==> config.mk <==
export PLATFORM = sky130hd
export DESIGN_NAME = jt51_slot_regs
export DESIGN_NICKNAME = d
export VERILOG_FILES = /design/src/rtl/jt51_slot_regs.sv
export SDC_FILE = /design/constraint.sdc
export NUM_CORES = 2
export LEC_CHECK = 0
export CAP_MARGIN = 40
export CORE_MARGIN = 3
export CORE_UTILIZATION = 40
export CTS_BUF_LIST = sky130_fd_sc_hd__clkbuf_16
export DETAILED_ROUTE_END_ITERATION = 12
export PLACE_DENSITY_LB_ADDON = 0.2
export SYNTH_ARGS = -nofsm -noshare
export SYNTH_HDL_FRONTEND = slang
export SYNTH_SLANG_ARGS = --single-unit
==> constraint.sdc <==
create_clock -name clk -period 2.25 [get_ports clk]
set_input_delay 0.225 -clock clk [delete_from_list [all_inputs] [get_ports clk]]
set_output_delay 0.225 -clock clk [all_outputs]
set_load 0.01 [all_outputs]
==> src/rtl/jt51_slot_regs.sv <==
// YM2151 per-slot parameter store: 32 operator slots and 8 channels, read out for the slot chosen by a free-running counter.
// Latency: writes land on the strobe edge; reads are combinational from cycles. No backpressure: strobes are always accepted.
// Optional CSM key-on forcing is built when JT51_CSM_EN is defined.
module jt51_slot_regs (
  input  logic       clk,
  input  logic       rst,
  input  logic       cen,
  input  logic [7:0] din,
  input  logic       up_rl,
  input  logic       up_kc,
  input  logic       up_kf,
  input  logic       up_pms,
  input  logic       up_dt1,
  input  logic       up_tl,
  input  logic       up_ks,
  input  logic       up_amsen,
  input  logic       up_dt2,
  input  logic       up_d1l,
  input  logic       up_keyon,
  input  logic [1:0] op,
  input  logic [2:0] ch,
  input  logic       csm,
  input  logic       overflow_A,
  output logic [4:0] cycles,
  output logic [1:0] cur_op,
  output logic [2:0] cur_ch,
  output logic       zero,
  output logic       half,
  output logic [1:0] rl,
  output logic [2:0] fb,
  output logic [2:0] con,
  output logic [6:0] kc,
  output logic [5:0] kf,
  output logic [2:0] pms,
  output logic [1:0] ams,
  output logic [2:0] dt1,
  output logic [3:0] mul,
  output logic [6:0] tl,
  output logic [1:0] ks,
  output logic [4:0] ar,
  output logic       amsen,
  output logic [4:0] d1r,
  output logic [1:0] dt2,
  output logic [4:0] d2r,
  output logic [3:0] d1l,
  output logic [3:0] rr,
  output logic       keyon
);

  logic [1:0] rl_r  [0:7];
  logic [2:0] fb_r  [0:7];
  logic [2:0] con_r [0:7];
  logic [6:0] kc_r  [0:7];
  logic [5:0] kf_r  [0:7];
  logic [2:0] pms_r [0:7];
  logic [1:0] ams_r [0:7];

  logic [2:0] dt1_r   [0:31];
  logic [3:0] mul_r   [0:31];
  logic [6:0] tl_r    [0:31];
  logic [1:0] ks_r    [0:31];
  logic [4:0] ar_r    [0:31];
  logic       amsen_r [0:31];
  logic [4:0] d1r_r   [0:31];
  logic [1:0] dt2_r   [0:31];
  logic [4:0] d2r_r   [0:31];
  logic [3:0] d1l_r   [0:31];
  logic [3:0] rr_r    [0:31];
  logic       key_r   [0:31];

  logic [4:0] wslot;
  assign wslot = {op, ch};

  always_ff @(posedge clk) begin
    if (rst) cycles <= 5'd0;
    else if (cen) cycles <= cycles + 5'd1;
  end

  always_ff @(posedge clk) begin
    if (rst) begin
      for (int i = 0; i < 8; i++) begin
        rl_r[i]  <= '0;
        fb_r[i]  <= '0;
        con_r[i] <= '0;
        kc_r[i]  <= '0;
        kf_r[i]  <= '0;
        pms_r[i] <= '0;
        ams_r[i] <= '0;
      end
      for (int i = 0; i < 32; i++) begin
        dt1_r[i]   <= '0;
        mul_r[i]   <= '0;
        tl_r[i]    <= '0;
        ks_r[i]    <= '0;
        ar_r[i]    <= '0;
        amsen_r[i] <= 1'b0;
        d1r_r[i]   <= '0;
        dt2_r[i]   <= '0;
        d2r_r[i]   <= '0;
        d1l_r[i]   <= '0;
        rr_r[i]    <= '0;
        key_r[i]   <= 1'b0;
      end
    end else begin
      if (up_rl) begin
        rl_r[ch]  <= din[7:6];
        fb_r[ch]  <= din[5:3];
        con_r[ch] <= din[2:0];
      end
      if (up_kc) kc_r[ch] <= din[6:0];
      if (up_kf) kf_r[ch] <= din[7:2];
      if (up_pms) begin
        pms_r[ch] <= din[6:4];
        ams_r[ch] <= din[1:0];
      end
      if (up_dt1) begin
        dt1_r[wslot] <= din[6:4];
        mul_r[wslot] <= din[3:0];
      end
      if (up_tl) tl_r[wslot] <= din[6:0];
      if (up_ks) begin
        ks_r[wslot] <= din[7:6];
        ar_r[wslot] <= din[4:0];
      end
      if (up_amsen) begin
        amsen_r[wslot] <= din[7];
        d1r_r[wslot]   <= din[4:0];
      end
      if (up_dt2) begin
        dt2_r[wslot] <= din[7:6];
        d2r_r[wslot] <= din[4:0];
      end
      if (up_d1l) begin
        d1l_r[wslot] <= din[7:4];
        rr_r[wslot]  <= din[3:0];
      end
      // Key-on byte orders operators M1,C1,M2,C2 while slot index orders M1,M2,C1,C2
      if (up_keyon) begin
        key_r[{2'd0, din[2:0]}] <= din[3];
        key_r[{2'd2, din[2:0]}] <= din[4];
        key_r[{2'd1, din[2:0]}] <= din[5];
        key_r[{2'd3, din[2:0]}] <= din[6];
      end
    end
  end

`ifdef JT51_CSM_EN
  logic csm_flag;

  always_ff @(posedge clk) begin
    if (rst) csm_flag <= 1'b0;
    else if (cen) begin
      if (csm && overflow_A) csm_flag <= 1'b1;
      else if (cycles == 5'd31) csm_flag <= 1'b0;
    end
  end

  assign keyon = key_r[cycles] | csm_flag;
`else
  logic unused_csm;
  assign unused_csm = csm ^ overflow_A;
  assign keyon      = key_r[cycles];
`endif

  assign cur_op = cycles[4:3];
  assign cur_ch = cycles[2:0];
  assign zero   = (cycles == 5'd0);
  assign half   = (cycles[3:0] == 4'd0);

  assign rl  = rl_r[cur_ch];
  assign fb  = fb_r[cur_ch];
  assign con = con_r[cur_ch];
  assign kc  = kc_r[cur_ch];
  assign kf  = kf_r[cur_ch];
  assign pms = pms_r[cur_ch];
  assign ams = ams_r[cur_ch];

  assign dt1   = dt1_r[cycles];
  assign mul   = mul_r[cycles];
  assign tl    = tl_r[cycles];
  assign ks    = ks_r[cycles];
  assign ar    = ar_r[cycles];
  assign amsen = amsen_r[cycles];
  assign d1r   = d1r_r[cycles];
  assign dt2   = dt2_r[cycles];
  assign d2r   = d2r_r[cycles];
  assign d1l   = d1l_r[cycles];
  assign rr    = rr_r[cycles];

endmodule

==> results.md <==
- The power dissipated by switching net loads is about 17 mW.
- Sequential cells were found to cover 63.9% of the synthesized design area.
- The count of state elements after synthesis is roughly 1,600.
- The critical path's top delay family is buffers and inverters.
- Together, buffers and inverters on the worst path number 6.
- The net switching fraction of the power is between 20% and 30%.
- A synthesized cell averages around 13 um2.
- STA classifies the critical path startpoint as a flip-flop.
- Across the routed clock network, the largest skew measured is roughly 0.016 ns.
- The starting density of the core is approximately 40%.
- The share of power burned in the clock network is 39.0%.
- Walking the worst path, the cells encountered are buf_12 > buf_8 > buf_16 > buf_6 > mux2i_4 > a22o_1 > nor3_1 > buf_4 > a31oi_4 > nand3_1 > buf_2.
- The initialized floorplan defines roughly 160 standard-cell rows.
- The DRC violation total after the first TritonRoute iteration is 3,533.
- The via total after detailed routing is 46,000.
- The CTS tree is yes.
- The number of antenna violations at the first check in global routing was 6.
- The overflow left after global routing is 0.
- The first global-routing pass estimated a little over 300 mm of wire.
- The routed design has approximately 210 mm of wire.
- The setup check on the worst reg-to-reg path leaves a slack of 0.85 ns.
- The total DRC errors in the routed layout is 0.
- In this run the count of I/O pins placed on the die edge is 110.
- The depth of the CTS H-tree is 4.
- The final reports fail on setup timing.
- Of all nets on the critical path, the largest fanout is 7.
- The design draws 72.2 mW.
- The kind of end point of the critical path is an output port.
- Data on the critical path arrives at its endpoint at 2.86 ns.
- The placeable core region is 186,000 um2.
- The first detailed-routing pass took 5 iterations.
- The transition at the pin with the smallest max-transition slack is 0.964 ns.
- For the worst-skew pair, the clock arrives at the later sink with an insertion delay of around 0.80 ns.
- In the finished design, the share of the clock period the worst path needs comes to 137%.
- The tightest hold margin is 0.101 ns.
- The worst hold path depth is 2.
- In this run the critical register-to-register path is launched from cycles[0].
- The worst hold path belongs to the class input pin to flip-flop.
- At the end of the flow, the number of nets in the layout was 6,265.
- The flow ran to the end, but the final reports show violations.
- The critical path is of the flip-flop to output port type.
- Buffers placed on the I/O ports in this run total 107.
- The area growth from synthesis to layout is 26.2%.
- Measured along the y axis, the die boundary spans between 400 and 500 um.
- Entering global routing, the biggest net connects ~150 pins.
- The total number of yosys warnings is 0.
- The tool flagged a number of max-cap violations equal to 0.
- The congestion estimate from routability-driven global placement came to 0.824.
- The area of the die is 192,000 um2.
- The number of nets in the synthesized netlist is 5,643.
- The total number of clock tree sinks is 1,594.
- The combinational share of power is 12.7%.
- The power density over the cells is 765 nW/um2.
- After layout, the worst setup slack is -0.838 ns.
- The internal power is 54.9 mW.
- The average wire per standard cell is 24.1 um.
- The setup slack after placement is -0.640 ns.
- The number of global-route vias before repair came to 46,800.
- The slowest cell on the critical path is sky130_fd_sc_hd__dfxtp_4.
- CTS placed an instance of sky130_fd_sc_hd__clkbuf_16 at the clock tree root.
- The maximum resistive drop on vdd is 647 uV.
- The number of hold violations in the final report was 0.
- The worst max-slew margin expressed relative to the limit is 35.7%.
- The post-route antenna net violation count is 0.
- The final number of max-transition violations was 0.
- Of the total power, registers draw between 40% and 50%.
- Of the cells placed in the final design, the portion with a size suffix greater than 1 is 27.1%.
- The top cell types in the final layout, fill and taps aside, are sky130_fd_sc_hd__and2_1, sky130_fd_sc_hd__edfxtp_1, sky130_fd_sc_hd__mux2i_1.
- The clock buffer count from CTS is about 180.
- The source of the worst hold timing path is din[3].
- The worst path required time is 2.03 ns.
- After clock tree synthesis, the clock-pin slew on the worst setup and hold paths is 0.06 ns.
- The leading cell type in the layout, fill and taps excluded is sky130_fd_sc_hd__and2_1.
- The synthesized design contains 1,584 enable-type register cells.
- The gate count of the mapped netlist is 5,612.
- Global routing used 21.7% of the available tracks.
- Setup repair after global routing could not meet its margin everywhere.
- The wire-length estimate of the detail-placed layout is roughly 130 mm.
- The maximum single-stage delay on the critical path is 0.37 ns.
- Timing would allow up to ~320 MHz.
- The most used flip-flop cell after synthesis is sky130_fd_sc_hd__edfxtp_1.
- Counting along the longest clock path gives a buffer depth of 3.
- Setup violations remaining at the end of the flow were counted as 69.
- In this run the cell area of the synthesized design comes to around 75,000 um2.
- Fill cells in the final layout number 15,600.
- The final critical path time including I/O delays and setup is 3.09 ns.
- The die is roughly 440 um wide.
- The leakage power total is ~34 nW.
- After detailed routing, the number of vias per cell comes to 5.19.
- The synthesized netlist contains 34 unique library cells.
- The path with the worst hold slack has its endpoint at kf_r[5][1].
- For this run, asynchronously set or reset flops after synthesis account for 0%.
- The length in cells of the worst reg-to-reg path is 5.
## worst max path at each step
| stage | cells after the start | slack [ns] | end |
|---|---|---|---|
| 3_5_place_dp | 8 | -0.64 | dt2[0] |
| 2_1_floorplan | 4 | 0.46 | ams[0] |
| 5_1_grt | 11 | -0.94 | rr[2] |
| 4_1_cts | 11 | -1.02 | tl[1] |
| 6_report | 11 | -0.84 | d1l[1] |
| 3_3_place_gp | 8 | -0.64 | dt2[0] |
## synth_stat cells (all sizes together), types with 15 or more instances
cell type | number | area share (%)
a21oi | 129 | 0.86
a22o | 86 | 1.0
a22oi | 129 | 1.3
a31oi | 43 | 0.36
and2 | 1586 | 13
buf | 169 | 1.2
clkbuf | 251 | 1.3
edfxtp | 1584 | 64
mux2 | 26 | 0.39
mux2i | 689 | 9.2
mux4 | 52 | 1.6
nand2 | 170 | 0.85
nand2b | 15 | 0.13
nand3 | 130 | 0.87
nor2 | 224 | 1.1
nor3 | 60 | 0.40
or2 | 233 | 2.0
## metrics by stage
| step | cells | instance area, um2 | util [%] | setup TNS (ns) |
|---|---|---|---|---|
| 2_1_floorplan | 5612 | 74700 | - | 0 |
| 3_3_place_gp | 8385 | 83300 | 44.9 | -74.07 |
| 3_5_place_dp | 8385 | 83300 | 44.9 | -94.10 |
| 4_1_cts | 8814 | 92700 | 49.9 | -56.51 |
| 5_1_grt | 8847 | 94300 | 50.8 | -53.94 |
| 6_report | 8851 | 94300 | 50.8 | -47.16 |
## cell type report
cell class / count / area, um2 / share of cell area (%)
Clock inverter: 131 / 1100 / 1.16
Clock buffer: 179 / 4480 / 4.75
Inverter: 2 / 7.51 / 0.00796
Sequential cell: 1594 / 47800 / 50.6
Antenna cell: 4 / 10.0 / 0.0106
Timing Repair Buffer: 865 / 10200 / 10.8
Multi-Input combinational cell: 3596 / 27700 / 29.4
Tap cell: 2480 / 3100 / 3.29
## registers in the layout (all words and copies together) (netlist names), 32 cells and up, named ones only
signal and cells:
amsen_r 32, ar_r 160, d1l_r 128, d1r_r 160
d2r_r 160, dt1_r 96, dt2_r 64, kc_r 56
key_r 32, kf_r 48, ks_r 64, mul_r 128
rr_r 128, tl_r 224
## cell families after synthesis
family | count (synthesis) | synth area share, %
adder cells (fa/ha/maj) | 2 | 0.0335
flip-flops | 1594 | 63.9
XOR/XNOR | 4 | 0.0469
multiplexers | 767 | 11.2
buffers and inverters | 422 | 2.51
AND/OR/NAND/NOR | 2436 | 18.8
AO/OA/AOI/OAI | 387 | 3.53
## per-layer routing
layer | routed length (um) | vias to the layer above | GRT usage (%)
met1 | 93800 | 23200 | 29.8
met2 | 104000 | 1145 | 36.1
li1 | - | 21300 | -
met3 | 10600 | 270 | 3.22
met5 | 0 | - | 0
met4 | 5230 | 0 | 5.62
## repair_timing
action	CTS	global route
buffers inserted	103	59
pin swaps	114	141
hold buffers	7	0
setup endpoints to repair	71	69
hold endpoints to repair	128	0
gates cloned	27	18
resized for setup	741	299
## power by group through the flow
stage / Clock [mW] / Sequential (mW) / Combinational [mW]
global route: 29.8 / 35.0 / 9.68
finish: 28.2 / 34.8 / 9.19
detailed placement: 0 / 35.4 / 7.29
global placement: 0 / 35.4 / 7.24
floorplan: 0 / 35.1 / 4.02
CTS: 28.6 / 34.8 / 8.70
No activity file was read; power rests on OpenSTA's default activity.
